**src/rtl/gate_vector_checker_pkg.sv**
```systemverilog
// Shared definitions for the gate vector checker: FSM state encodings,
// truth-table constants for common 2-input gates and the hold counter width.
package gate_vector_checker_pkg;

    typedef enum logic [1:0] {
        ST_IDLE = 2'd0,
        ST_RUN  = 2'd1,
        ST_DONE = 2'd2
    } state_t;

    // Bit index of each truth table is the vector {i0,i1}.
    localparam logic [3:0] TT_AND  = 4'b1000;
    localparam logic [3:0] TT_OR   = 4'b1110;
    localparam logic [3:0] TT_XOR  = 4'b0110;
    localparam logic [3:0] TT_NAND = 4'b0111;

    localparam int CNT_W = 8;

endpackage

```
**src/rtl/gate_vector_checker_hold_counter.sv**
```systemverilog
// Per-vector hold timer: counts cycles while enabled and flags the cycle whose
// closing edge is the sample point for the current vector.
module hold_counter
    import gate_vector_checker_pkg::*;
#(
    parameter int HOLD_CYCLES = 4
) (
    input  logic clk,
    input  logic rst_n,
    input  logic clr,
    input  logic en,
    output logic term
);

    localparam logic [CNT_W-1:0] TERM_CNT = CNT_W'(HOLD_CYCLES - 1);

    logic [CNT_W-1:0] cnt;

    always_ff @(posedge clk or negedge rst_n) begin
        if (!rst_n) begin
            cnt <= '0;
        end else if (clr) begin
            cnt <= '0;
        end else if (en) begin
            cnt <= cnt + 1'b1;
        end
    end

    assign term = en && (cnt == TERM_CNT);

endmodule

```
**config.mk**
```make
export PLATFORM = sky130hd
export DESIGN_NAME = hold_counter
export DESIGN_NICKNAME = d
export VERILOG_FILES = /design/src/rtl/gate_vector_checker_pkg.sv /design/src/rtl/gate_vector_checker_hold_counter.sv
export SDC_FILE = /design/constraint.sdc
export NUM_CORES = 1
export LEC_CHECK = 0
export CAP_MARGIN = 30
export CORE_AREA = 2 2 39 41
export DETAILED_ROUTE_END_ITERATION = 10
export DIE_AREA = 0 0 41 43
export PLACE_DENSITY = 0.58
export SLEW_MARGIN = 20
export SYNTH_ARGS = -nofsm -noshare
export SYNTH_HDL_FRONTEND = slang
export SYNTH_SLANG_ARGS = --single-unit
```
**constraint.sdc**
```tcl
create_clock -name clk -period 1.7 [get_ports clk]
set_input_delay 0.17 -clock clk [delete_from_list [all_inputs] [get_ports clk]]
set_output_delay 0.17 -clock clk [all_outputs]
set_load 0.02 [all_outputs]
```
==> results.toml <==
[run_status]
status = "complete, no violations"

[floorplan]
rows = 14
die_area_um2 = 1760
die_h_um = 43
core_area_um2 = 1380
fp.dieW_um = 41
ioPinCount = 5
initial_core_util_pct = 30.0

[drt]
drcViolationCount = 0
m1WireLength_um = 372
wl_met3_um = 33
top_layer_used = "met4"
routedWlPerCell_um = 11.9
drtAntennaViolNets = 0
wl_um = 847
routed_via_density = 4.87
drtPass1Iterations = 4
dr.first_iter.drc_count = 7
met2RoutedLength_um = 426
vias = 346

[timing]
rsz0062_at_grt = "true"
max_slew_margin_pct = 74.3
max_freq_ghz = 0.606
hold_violations = 0
finalCritPeriodShare_pct = 97.1
period_needed_ps = 1650
drv_slew = 0
worstMarginPinSlew_ps = 384
setup-violations-final = 0
fin_skew_ps = 1.28

[finish]
top_regs = "cnt x8"
top_register = "cnt"
areaGrowthSynthToFinish_pct = 35.5
insertedDiodeCount = 0
largest_reg_flops = 8
fin_nets = 63
final_layout_size_suffix_gt1_share_pct = 27.3
postLayoutCellArea_um2 = 563
regArea_um2 = 200
fillers = 142
multi_input_area_um2 = 219

[setup_path]
cp_data_arrival_time_ps = 1480
critPathSlowestCell = "or4_4"
cp-end-kind = "output pin"
cp-startpoint = "cnt[5]$_DFFE_PN0P_"
max_stage_delay_ps = 550
start_kind = "flop"
cp.required_ps = 1530
rr_startpoint = "cnt[0]$_DFFE_PN0P_"
worstPathMaxFanout = 2
path_class = "reg2out"
critical_path.cell_chain = "or4_4 -> nor4_4 -> buf_4"

[clock_network]
cts_tree = "yes"
worst_skew_pair.late_latency_ps = 250
cts_hold_buf = 0
clock_sinks = 8
cts_buffers = 3
cts.clk_slew.worst_paths_ps = 50
cts_max_level = 1
clockBufferDepth = 2
cts-root-buf = "clkbuf_4"

[synth]
synth_nets = 48
yosys.cell_types.count = 19
synthArstFlopShare_pct = 100
syn_area_per_cell_um2 = 9.89
yosys_warnings = 0
ys.flop_type = "dfrtp_1"
synth_edf_count = 0
syn_inst = 42
synth_seq_cells = 8
ys_seq_area_share_pct = 48.2
synth_area_um2 = 415

[power]
cellPowerDensity_nw_per_um2 = 683
ir_drop_uv = 225
power_w = 0.000384
p_leak_nw = 0.248

[job]
cap_violations = 0

[placement]
dp_hpwl_um = 655
gp_congestion = 0.693
io_buffers = 4
place_area_um2 = 531

[global_routing]
grt_usage_pct = 13.3
grt_pass1_vias = 364
grt_overflow = 0
grt_pass1_wl_mm = 1.53
antenna_found_initial = 0
grt_max_degree = 9

[min_path]
min_path_type = "in2async"
[cell usage in the layout (no fill, tap or decap), types with 3 or more instances in the layout]
master           netlist  routed
nor2_1                 5       5
nand4_1                3       3
nand2_1                3       3
clkdlybuf4s50_1        0       3
dfrtp_1                8       8
clkbuf_4               0       3
buf_4                  1       9
a21oi_1                3       3
[what timing repair did]
item                                    4_1_cts  5_1_grt
endpoints found under the hold margin         0        0
gates resized for setup                       5        3
endpoints found under the setup margin        1        1
buffers inserted                              0        0
pin swaps                                     2        0
[per-stage QoR]
stage	instances	hold WS (ps)	setup TNS (ps)	util, %	setup slack (ps)
6_report	71	208	0	40.7	48.6
5_1_grt	71	224	-27.9	40.7	-27.9
4_1_cts	71	213	0	39.6	32.0
3_5_place_dp	68	482	-216	38.3	-216
3_3_place_gp	68	478	-185	38.3	-185
2_1_floorplan	42	-126	0	-	114
[where the power goes]
part	leakage, nW	total, W	switching (W)	internal [W]
logic	0.124	0.0000446	0.0000229	0.0000217
clock network	0.0138	0.000141	0.0000607	0.0000805
registers	0.110	0.000198	0.00000281	0.000196
[Yosys cell counts, types with 2 or more instances]
cell	instances	area share [%]
a21oi_1	3	3.6
dfrtp_1	8	48
ha_1	2	6.0
nand2_1	3	2.7
nand4_1	3	4.5
nor2_1	5	4.5
o21ai_0	2	2.4
or3_1	2	3.0
or4_1	2	3.6
xnor2_1	2	4.2
xor2_1	2	4.2
[worst max-delay path: cells and delay by family (launching register included)]
kind | cells | cell delay (ps)
AND/OR/NAND/NOR | 2 | 680
flip-flops | 1 | 380
buffers and inverters | 1 | 170
[kinds of logic (layout without fill, tap and decap cells)]
group                      count (synthesis)  in the layout  share of synthesized area, %
buffers and inverters                      3             16                          3.61
AOI/OAI and AO/OA                          6              6                          7.83
and+or+nand+nor                           18             18                          23.5
muxes                                      1              1                          2.41
xor gates and xnor gates                   4              4                          8.44
DFF                                        8              8                          48.2
adders and majority gates                  2              2                          6.02
[layout make-up]
type	count	share of cell area, %
Clock buffer	3	4.00
Inverter	1	0.667
Multi-Input combinational cell	31	38.9
Sequential cell	8	35.6
Tap cell	16	3.56
Timing Repair Buffer	12	17.3
[final timing paths]
kind                                      end  slack [ps]  cells past startpoint
max                                      term          50                      3
min reg2reg                cnt[7]$_DFFE_PN0P_         600                      2
max in group asynchronous  cnt[2]$_DFFE_PN0P_        1220                      1
max reg2reg                cnt[6]$_DFFE_PN0P_         360                      5
min                        cnt[6]$_DFFE_PN0P_         210                      1
min in group clk           cnt[7]$_DFFE_PN0P_         600                      2
[layer usage]
layer / vias to the layer above / track usage, %
met3: 2 / 3.14
met5: - / 0
met1: 160 / 15.9
met2: 9 / 19.4
li1: 175 / -
met4: 0 / 10.0
Note: power is estimated with default switching activity, not from simulation.
